===== src/rtl/laser_pkg.sv =====
// Shared definitions for the LASER job controller: default sizing, the
// controller state encoding, the buffered point type and the squared-distance
// helper used by the optional coverage check (LASER_COVER_CHECK_EN).
package laser_pkg;

  localparam int CW      = 4;    // coordinate width
  localparam int NPTS    = 40;   // points per job
  localparam int RST_CYC = 2;    // LRST high time before loading
  localparam int MAX_CYC = 100;  // RUN budget before forcing a result
  localparam int R2      = 16;   // squared coverage radius

  typedef enum logic [2:0] {
    IDLE,
    RESET,
    LOAD,
    RUN,
    CHECK,
    RESULT
  } state_t;

  typedef struct packed {
    logic [CW-1:0] x;
    logic [CW-1:0] y;
  } point_t;

  // Squared Euclidean distance between a point and a centre. Differences are
  // signed CW+1 bits; their magnitudes are squared unsigned so the sum fits
  // in 2*CW+1 bits without wrap.
  function automatic logic [2*CW:0] dist2(input point_t p,
                                          input logic [CW-1:0] cx,
                                          input logic [CW-1:0] cy);
    logic signed [CW:0] dx;
    logic signed [CW:0] dy;
    logic signed [CW:0] ndx;
    logic signed [CW:0] ndy;
    logic [CW-1:0]      ax;
    logic [CW-1:0]      ay;
    logic [2*CW-1:0]    sx;
    logic [2*CW-1:0]    sy;
    dx  = $signed({1'b0, p.x}) - $signed({1'b0, cx});
    dy  = $signed({1'b0, p.y}) - $signed({1'b0, cy});
    ndx = -dx;
    ndy = -dy;
    ax  = dx[CW] ? ndx[CW-1:0] : dx[CW-1:0];
    ay  = dy[CW] ? ndy[CW-1:0] : dy[CW-1:0];
    sx  = {{CW{1'b0}}, ax} * {{CW{1'b0}}, ax};
    sy  = {{CW{1'b0}}, ay} * {{CW{1'b0}}, ay};
    return {1'b0, sx} + {1'b0, sy};
  endfunction

endpackage


===== src/rtl/laser_pt_buf.sv =====
// Job point buffer: N entries of {x, y} filled in order through a write
// pointer, with a combinational read port indexed by the controller.
// Contents are not reset; only the pointer (and hence FULL) is.
module laser_pt_buf
  import laser_pkg::*;
#(
  parameter  int N     = NPTS,
  localparam int PTR_W = $clog2(N + 1)
) (
  input  logic             CLK,
  input  logic             RST_N,
  input  logic             WR,      // already qualified by the controller state
  input  logic             CLR,     // rewind for the next job
  input  point_t           WR_PT,
  input  logic [PTR_W-1:0] RD_IDX,
  output point_t           RD_PT,
  output logic             FULL
);

  point_t           mem [N];
  logic [PTR_W-1:0] wptr_reg;
  logic             wr_take;

  assign FULL    = (wptr_reg == PTR_W'(N));
  assign wr_take = WR && !FULL;
  assign RD_PT   = mem[RD_IDX];

  // Write pointer: advances on each accepted write, rewinds after a job.
  always_ff @(posedge CLK or negedge RST_N) begin
    if (!RST_N) begin
      wptr_reg <= '0;
    end else if (CLR) begin
      wptr_reg <= '0;
    end else if (wr_take) begin
      wptr_reg <= wptr_reg + 1'b1;
    end
  end

  // Storage: a full buffer never overwrites an entry.
  always_ff @(posedge CLK) begin
    if (wr_take) begin
      mem[wptr_reg] <= WR_PT;
    end
  end

endmodule


===== src/rtl/laser_job_ctrl.sv =====
// Job sequencer in front of one LASER coverage core. Buffers a host job,
// drives the core reset/load/run protocol with a RUN-cycle budget, latches
// the two centres and returns them over a valid/ready result port.
// Optional build macro LASER_COVER_CHECK_EN adds a CHECK pass that counts
// buffered points within radius of either centre and reports it on COVER.
module laser_job_ctrl #(
  parameter  int NPTS    = laser_pkg::NPTS,
  parameter  int RST_CYC = laser_pkg::RST_CYC,
  parameter  int MAX_CYC = laser_pkg::MAX_CYC,
`ifdef LASER_COVER_CHECK_EN
  parameter  int R2      = laser_pkg::R2,
`endif
  localparam int CW      = laser_pkg::CW
) (
  input  logic          CLK,
  input  logic          RST_N,
  input  logic          WR_EN,
  input  logic [CW-1:0] WR_X,
  input  logic [CW-1:0] WR_Y,
  output logic          FULL,
  input  logic          START,
  output logic          BUSY,
  output logic          LRST,
  output logic [CW-1:0] LX,
  output logic [CW-1:0] LY,
  input  logic [CW-1:0] LC1X,
  input  logic [CW-1:0] LC1Y,
  input  logic [CW-1:0] LC2X,
  input  logic [CW-1:0] LC2Y,
  input  logic          LDONE,
  output logic [CW-1:0] RES_C1X,
  output logic [CW-1:0] RES_C1Y,
  output logic [CW-1:0] RES_C2X,
  output logic [CW-1:0] RES_C2Y,
  output logic          RES_VALID,
  input  logic          RES_READY,
  output logic          TIMEOUT,
  output logic          PROTO_ERR
`ifdef LASER_COVER_CHECK_EN
  ,
  output logic [5:0]    COVER
`endif
);

  import laser_pkg::*;

  localparam int PTR_W = $clog2(NPTS + 1);
  localparam int RUN_W = $clog2(MAX_CYC + 2);
  localparam int CNT_W = (PTR_W > RUN_W) ? PTR_W : RUN_W;

`ifdef LASER_COVER_CHECK_EN
  localparam state_t          AFTER_RUN = CHECK;
  localparam logic [2*CW:0]   R2_V      = (2*CW+1)'(R2);
`else
  localparam state_t          AFTER_RUN = RESULT;
`endif

  state_t         state_reg, state_next;
  // One counter serves RESET length, LOAD/CHECK index and RUN budget.
  logic [CNT_W-1:0] cnt_reg, cnt_next;
  logic [CW-1:0]  res_c1x_reg, res_c1x_next;
  logic [CW-1:0]  res_c1y_reg, res_c1y_next;
  logic [CW-1:0]  res_c2x_reg, res_c2x_next;
  logic [CW-1:0]  res_c2y_reg, res_c2y_next;
  logic           timeout_reg, timeout_next;
  logic           proto_err_reg, proto_err_next;
  logic           latch_res;
  logic           buf_wr;
  logic           buf_clr;
  logic           buf_full;
  logic           start_ok;
  point_t         wr_pt;
  point_t         rd_pt;

`ifdef LASER_COVER_CHECK_EN
  logic [5:0]     cover_reg, cover_next;
  logic [2*CW:0]  d1;
  logic [2*CW:0]  d2;
  logic           pt_hit;

  assign d1     = dist2(rd_pt, res_c1x_reg, res_c1y_reg);
  assign d2     = dist2(rd_pt, res_c2x_reg, res_c2y_reg);
  assign pt_hit = (d1 <= R2_V) || (d2 <= R2_V);
  assign COVER  = cover_reg;
`endif

  assign wr_pt.x  = WR_X;
  assign wr_pt.y  = WR_Y;
  // Writes only land while idle; the buffer itself refuses them when full.
  assign buf_wr   = WR_EN && (state_reg == IDLE);
  // A START coinciding with the final write sees FULL still low and is dropped.
  assign start_ok = START && (state_reg == IDLE) && buf_full;

  laser_pt_buf #(
    .N (NPTS)
  ) u_buf (
    .CLK    (CLK),
    .RST_N  (RST_N),
    .WR     (buf_wr),
    .CLR    (buf_clr),
    .WR_PT  (wr_pt),
    .RD_IDX (cnt_reg[PTR_W-1:0]),
    .RD_PT  (rd_pt),
    .FULL   (buf_full)
  );

  // Outputs decoded from state so an asynchronous reset clears them at once.
  assign FULL      = buf_full;
  assign BUSY      = (state_reg != IDLE);
  assign LRST      = (state_reg == RESET);
  assign LX        = (state_reg == LOAD) ? rd_pt.x : '0;
  assign LY        = (state_reg == LOAD) ? rd_pt.y : '0;
  assign RES_VALID = (state_reg == RESULT);
  assign RES_C1X   = res_c1x_reg;
  assign RES_C1Y   = res_c1y_reg;
  assign RES_C2X   = res_c2x_reg;
  assign RES_C2Y   = res_c2y_reg;
  assign TIMEOUT   = timeout_reg;
  assign PROTO_ERR = proto_err_reg;

  // Next-state, counter, result-latch and flag logic.
  always_comb begin
    state_next     = state_reg;
    cnt_next       = cnt_reg;
    timeout_next   = timeout_reg;
    proto_err_next = proto_err_reg;
    latch_res      = 1'b0;
    buf_clr        = 1'b0;
`ifdef LASER_COVER_CHECK_EN
    cover_next     = cover_reg;
`endif
    case (state_reg)
      IDLE: begin
        if (start_ok) begin
          state_next = RESET;
          cnt_next   = '0;
`ifdef LASER_COVER_CHECK_EN
          cover_next = '0;
`endif
        end
      end
      RESET: begin
        if (LDONE) begin
          latch_res      = 1'b1;
          proto_err_next = 1'b1;
          state_next     = RESULT;
          cnt_next       = '0;
        end else if (cnt_reg == CNT_W'(RST_CYC - 1)) begin
          state_next = LOAD;
          cnt_next   = '0;
        end else begin
          cnt_next = cnt_reg + 1'b1;
        end
      end
      LOAD: begin
        if (LDONE) begin
          latch_res      = 1'b1;
          proto_err_next = 1'b1;
          state_next     = RESULT;
          cnt_next       = '0;
        end else if (cnt_reg == CNT_W'(NPTS - 1)) begin
          state_next = RUN;
          cnt_next   = '0;
        end else begin
          cnt_next = cnt_reg + 1'b1;
        end
      end
      RUN: begin
        // The last budgeted cycle forces a result if the core is still silent.
        if (LDONE || (cnt_reg == CNT_W'(MAX_CYC))) begin
          latch_res    = 1'b1;
          timeout_next = !LDONE;
          state_next   = AFTER_RUN;
          cnt_next     = '0;
        end else begin
          cnt_next = cnt_reg + 1'b1;
        end
      end
`ifdef LASER_COVER_CHECK_EN
      CHECK: begin
        if (pt_hit) begin
          cover_next = cover_reg + 6'd1;
        end
        if (cnt_reg == CNT_W'(NPTS - 1)) begin
          state_next = RESULT;
          cnt_next   = '0;
        end else begin
          cnt_next = cnt_reg + 1'b1;
        end
      end
`endif
      RESULT: begin
        if (RES_READY) begin
          state_next     = IDLE;
          timeout_next   = 1'b0;
          proto_err_next = 1'b0;
          buf_clr        = 1'b1;
        end
      end
      default: begin
        state_next = IDLE;
        cnt_next   = '0;
      end
    endcase

    res_c1x_next = latch_res ? LC1X : res_c1x_reg;
    res_c1y_next = latch_res ? LC1Y : res_c1y_reg;
    res_c2x_next = latch_res ? LC2X : res_c2x_reg;
    res_c2y_next = latch_res ? LC2Y : res_c2y_reg;
  end

  // Controller state register.
  always_ff @(posedge CLK or negedge RST_N) begin
    if (!RST_N) begin
      state_reg     <= IDLE;
      cnt_reg       <= '0;
      res_c1x_reg   <= '0;
      res_c1y_reg   <= '0;
      res_c2x_reg   <= '0;
      res_c2y_reg   <= '0;
      timeout_reg   <= 1'b0;
      proto_err_reg <= 1'b0;
`ifdef LASER_COVER_CHECK_EN
      cover_reg     <= '0;
`endif
    end else begin
      state_reg     <= state_next;
      cnt_reg       <= cnt_next;
      res_c1x_reg   <= res_c1x_next;
      res_c1y_reg   <= res_c1y_next;
      res_c2x_reg   <= res_c2x_next;
      res_c2y_reg   <= res_c2y_next;
      timeout_reg   <= timeout_next;
      proto_err_reg <= proto_err_next;
`ifdef LASER_COVER_CHECK_EN
      cover_reg     <= cover_next;
`endif
    end
  end

endmodule


===== config.mk =====
export PLATFORM = sky130hd
export DESIGN_NAME = laser_job_ctrl
export DESIGN_NICKNAME = d
export VERILOG_FILES = /design/src/rtl/laser_pkg.sv /design/src/rtl/laser_pt_buf.sv /design/src/rtl/laser_job_ctrl.sv
export SDC_FILE = /design/constraint.sdc
export NUM_CORES = 1
export LEC_CHECK = 0
export ABC_AREA = 1
export BUFFER_PORTS_ARGS = -buffer_cell sky130_fd_sc_hd__buf_2
export CORE_UTILIZATION = 40
export CTS_CLUSTER_SIZE = 10
export DETAILED_ROUTE_END_ITERATION = 12
export SLEW_MARGIN = 10
export SYNTH_ARGS = -nofsm -noshare
export SYNTH_HDL_FRONTEND = slang
export SYNTH_SLANG_ARGS = --single-unit

===== constraint.sdc =====
create_clock -name CLK -period 3.3 [get_ports CLK]
set_input_delay 0.33 -clock CLK [delete_from_list [all_inputs] [get_ports CLK]]
set_output_delay 0.33 -clock CLK [all_outputs]
set_load 0.1 [all_outputs]

# Yosys cells after proc, flatten, opt, wreduce, memory -nomap -nowiden
# Memories as Yosys holds them, arrays and structs flattened.
# Index checks and enable logic that the tools add are counted.
# word_totals
ff_bits	34
mem_bits_rw	320
output_inout_bits	30
word_cells	75
memories	1
# classes
add_sub_neg	2
eq_ne	14
n_mux	31
bitwise_logic	1
reduce_logical	17
# mem_list
name	words	word_bits	rd	rd_ports_with_merged_regs	wr	line	text
u_buf.mem	40	8	1	0	1	laser_pt_buf.sv:20	point_t mem [N];
# op_table
cell	n
7-bit two-way mux	6
7-bit one-hot mux with 5 select lines	1
3-bit two-way mux	7
3-bit one-hot mux with 5 select lines	1
6-bit two-way mux	2
1-bit two-way mux	9
4-bit two-way mux	2
7-bit by 1-bit adder with 7-bit output, second input constant	1
7-bit by 1-bit equality test with 1-bit output, second input constant	1
7-bit by 6-bit equality test with 1-bit output, second input constant	1
7-bit equality test, second input constant	1
6-bit by 1-bit adder with 6-bit output, second input constant	1
3-bit by 2-bit equality test with 1-bit output, second input constant	2
6-bit equality test, second input constant	1
1-bit one-hot mux with 2 select lines	3
3-bit AND reduction	2
2-bit nonzero test	3
5-bit AND reduction	1
1-bit logical AND	4
2-bit by 1-bit != test with 1-bit output, second input constant	2
2-bit != test, second input constant	2
3-bit by 1-bit equality test with 1-bit output, second input constant	1
3-bit equality test, second input constant	1
3-bit zero test	1
other kinds (8)	9

# Longest topological paths before layout
# logic_depth
word_depth	5
mapped_depth	14
mapped_depth_nobuf	12

# Modules after synthesis
# From an unflattened synthesis, not the netlist that was laid out.
# hier_totals
cells_unflattened	1335
hier_area_um2	14911.8
# by_module_without_submodules
mod	instances	cells_each	area_per_inst_um2
laser_pt_buf	1	1121	13330.3
laser_job_ctrl	1	214	1581.5

# Worst setup path before layout
# Ideal clock, no wire load.
# synth_path
path_kind	reg2reg
from	register state_reg[2]
to	memory u_buf.mem[23][0] (netlist name), enable pin
arrival_ns	2.704
slack_ns	0.213
path_stages_with_launch	10
cell_sequence	dfrtp_1 inv_1 nand3_1 inv_1 nand2_1 nor2_4 inv_2 nor2_4 nand2_1 nor3_1
# synth_between
elab_chain_len	5
# synth_lines
element	line	text
start, declared	laser_job_ctrl.sv:58	state_t state_reg, state_next;
start signal, assigned	laser_job_ctrl.sv:227	state_reg <= state_next;
3-bit zero test	laser_job_ctrl.sv:90	assign buf_wr = WR_EN && (state_reg == IDLE);
1-bit logical AND	laser_job_ctrl.sv:90	
1-bit logical AND	laser_pt_buf.sv:25	assign wr_take = WR && !FULL;
1-bit two-way mux	laser_pt_buf.sv:41	if (wr_take) begin
1-bit two-way mux (implied by the code)	laser_pt_buf.sv:42	mem[wptr_reg] <= WR_PT;
end, declared	laser_pt_buf.sv:20	
# No other way between the ends.

# Worst setup path in the final report
# layout_path
from	register cnt_reg[0]
to	output port LX[2]
# layout_between
elab_chain_len	2
# layout_lines
element	line	text
start, declared	laser_job_ctrl.sv:60	logic [CNT_W-1:0] cnt_reg, cnt_next;
start signal, assigned	laser_job_ctrl.sv:228	cnt_reg <= cnt_next;
memory 40 x 8 bit	-	
4-bit two-way mux	laser_job_ctrl.sv:111	assign LX = (state_reg == LOAD) ? rd_pt.x : '0;
end, declared	laser_job_ctrl.sv:24	output logic [CW-1:0] LX,
# No other way between the ends.

==> summary.md <==
| Metric | Value |
|---|---|
| Clock Power Share | `29.1%` |
| Hold Path Class | `input port to flip-flop` |
| Fmax | `315 MHz` |
| Initial antenna violation count | `0` |
| CTS tree | `built` |
| Pin slew with the least headroom to its limit | `1.02 ns` |
| Crit path required time | `just under 3 ns` |
| Worst Setup EP | `LX[2]` |
| First-pass GRT wire length | `59700 um` |
| Clock net sink count | `about 350` |
| Dpl ws | `0.500 ns` |
| Sequential power share | `37.8%` |
| DR WL/cell | `18.7 um` |
| P_leak | `6.94 nW` |
| # setup viols final | `0` |
| Share of layout cells above drive strength 1 | `10.2%` |
| Fin. max-slew vios | `0` |
| Post-DP Area | `between 15000 and 20000 um2` |
| Syn nets | `~1500` |
| Arrival @ worst endpoint | `2.84 ns` |
| Hold Vio Cnt, Final | `0` |
| Register area share after synthesis | `68.7%` |
| Worst setup SP type | `flip-flop` |
| Design area | `~17000 um2` |
| First-pass DRT Iterations | `7` |
| Setup TNS | `0 ns` |
| Net Switching | `5.41 mW` |
| Tmin final | `3.17 ns` |
| Endpoint class of the critical path | `output pin` |
| PortBufs | `59` |
| R2R Setup Slk | `just under 0.5 ns` |
| Clk slew on worst S/H paths | `about 0.050 ns` |
| Routed WL | `38500 um` |
| I/O pin count | `60` |
| Hold_sp | `LC1Y[1]` |
| TritonCTS Buffers | `42` |
| CP Launch Point | `cnt_reg[0]` |
| Die footprint | `38900 um2` |
| Period utilization | `96.1%` |
| CP max FO | `33` |
| All-layer global routing usage | `20.3%` |
| Rel. slew slack | `between 30% and 40%` |
| Final ANT Viol Nets | `0` |
| Area growth, synth to finish | `14.2%` |
| CTS max path bufs | `3` |
| Maximum vdd drop | `about 0.00076 V` |
| Residual DRC count | `0` |
| Mean area per synthesized cell | `10.4 um2` |
| Int Pwr | `8.59 mW` |
| FF+latch count, synth | `354` |
| Final core area utilization | `46.3%` |
| Vias in the first global route | `10300` |
| Skew-Pair Late Insertion Delay | `0.54 ns` |
| Max FFs per register | `between 300 and 400` |
| Overall Power | `~14 mW` |
| CP Class | `flip-flop to output pin` |
| Initial drt markers | `998` |
| Vias/cell | `5.07` |
| Post-placement cell count | `1988` |
| Unrepaired setup endpoints after global routing | `no` |
| R2R Path Start | `u_buf.wptr_reg[0]` |
| RePlAce Congestion | `0.876` |
| Sw Ratio | `38.6%` |
| Maxcap violations | `0` |
| FF-to-FF End | `u_buf.mem[5][6]` |
| Initial Util | `between 40% and 50%` |
| Ys Warns | `0` |
| Post-route insts no fill | `2054` |
| Filler cells | `3461` |
| Die width | `197 um` |
| Logic pwr share | `33.1%` |
| Std cell rows | `71` |
| N_diodes | `0` |
| PwrDens | `805 nW/um2` |
| Grt ovf | `0` |
| Layout Skew | `0.0168 ns` |
| Core Area | `37600 um2` |
| Pin count of the biggest net entering global routing | `a little over 100` |
| Post-Syn Area | `15200 um2` |
| Final Worst Setup Slack | `0.128 ns` |
| Die height | `197 um` |
| Status | `complete, no violations` |
| Reg2Reg Depth | `9` |
| H-tree levels | `2` |
| DP Wirelength | `23400 um` |
| Setup bufs post-CTS | `0` |
| Synth Instances | `between 1000 and 1500` |
| CTS Root Cell | `clkbuf_16` |
| Final hold slack | `~0.03 ns` |
| # nets final | `1557` |
| Routed via count | `10400` |
| Unique cell type count in the Yosys netlist | `30` |
==> critical path, stage by stage (launching register included) <==
cell	delay, ns
dfrtp_4	0.52
inv_6	0.25
buf_4	0.29
nand2_1	0.08
nand3_1	0.07
nand2_1	0.05
a21oi_1	0.24
nor2_1	0.12
nand2_1	0.07
nand2_1	0.11
a21oi_2	0.25
buf_12	0.21
==> cell usage after synthesis <==
cell type  count  area [um2]
a21oi_1       52         260
a22o_1         1        8.76
a22oi_2        1        12.5
buf_1          1        3.75
buf_2         33         165
buf_4         11        82.6
buf_6          1        11.3
clkbuf_1      20        75.1
dfrtp_1       34         851
edfxtp_1     320        9610
ha_1           5        62.6
inv_1        162         608
inv_2          7        26.3
inv_4          1        6.26
nand2_1      400        1500
nand2_2        2        12.5
nand3_1      114         571
nand3_2        4        40.0
nand4_1        7        43.8
nor2_1       165         619
nor2_2         2        12.5
nor2_4         3        33.8
nor3_1         4        20.0
nor3_2         1        10.0
nor3b_1        1        7.51
o21ai_0       75         375
o21ai_1       16        80.1
o22ai_1       16         100
o31ai_1        2        15.0
xor2_1         1        8.76
==> layer usage <==
layer / vias to the layer above / wire length (um) / global-route usage, %
li1: 4963 / - / -
met3: 82 / 2250 / 2.89
met4: 0 / 1280 / 7.78
met1: 4992 / 16800 / 27.8
met5: - / 0 / 0
met2: 384 / 18100 / 32.9
==> what timing repair did <==
action                                  CTS  global route
endpoints found under the setup margin    2             8
resized for setup                         1             6
hold buffers                              1             0
hold endpoints to repair                 34             0
==> how the worst min path moves through the flow <==
| stage | to | slack [ns] | cells after the start |
|---|---|---|---|
| 2_1_floorplan | PROTO_ERR | 0.03 | 0 |
| 3_3_place_gp | RES_C2X[0] | 0.47 | 1 |
| 3_5_place_dp | RES_C1Y[1] | 0.47 | 1 |
| 4_1_cts | RES_C2X[2] | 0.01 | 3 |
| 5_1_grt | RES_C1Y[1] | 0.03 | 3 |
| 6_report | RES_C1Y[1] | 0.03 | 3 |
==> area by class of cell <==
| class | instances | area (um2) | area share, % |
|---|---|---|---|
| repair buffers | 82 | 653 | 3.76 |
| multi-input cells | 872 | 3810 | 21.9 |
| flip-flops and latches | 354 | 10500 | 60.2 |
| clock inverters | 6 | 47.5 | 0.273 |
| clock buffers | 59 | 1120 | 6.47 |
| inverters | 170 | 643 | 3.70 |
| well taps | 511 | 639 | 3.68 |
==> cells in the final DEF, fill, tap and decap left out, types with 2 or more instances in the layout <==
cell / instances
buf_12: 13
clkbuf_1: 16
dfrtp_2: 2
nor2_1: 165
inv_2: 7
o21ai_1: 16
clkinv_2: 2
nand2_2: 2
dfrtp_1: 31
edfxtp_1: 320
ha_1: 5
o31ai_1: 2
o22ai_1: 16
nand4_1: 7
nor3_1: 4
nor2_4: 4
inv_6: 3
buf_4: 17
nand3_1: 114
buf_2: 51
clkbuf_16: 42
a21oi_1: 48
nand3_2: 4
nand2_1: 400
a21oi_2: 4
o21ai_0: 75
inv_1: 162
==> cells by family (layout without fill, tap and decap cells) <==
kind of cell	after synthesis	count (layout)	share of synthesized area (%)
AND/OR/NAND/NOR	703	703	18.9
XOR/XNOR	1	1	0.0575
adder cells (fa/ha/maj)	5	5	0.411
flip-flops	354	354	68.7
buffers and inverters	236	317	6.42
AO/OA/AOI/OAI	163	163	5.59
==> power groups by stage <==
stage	combinational [mW]	sequential [mW]	clock, mW
2_1_floorplan	2.57	6.08	0
3_3_place_gp	4.61	5.37	0
3_5_place_dp	4.62	5.38	0
4_1_cts	4.63	5.29	4.14
5_1_grt	5.02	5.32	4.31
6_report	4.63	5.30	4.08
(Power assumes the default switching activity.)
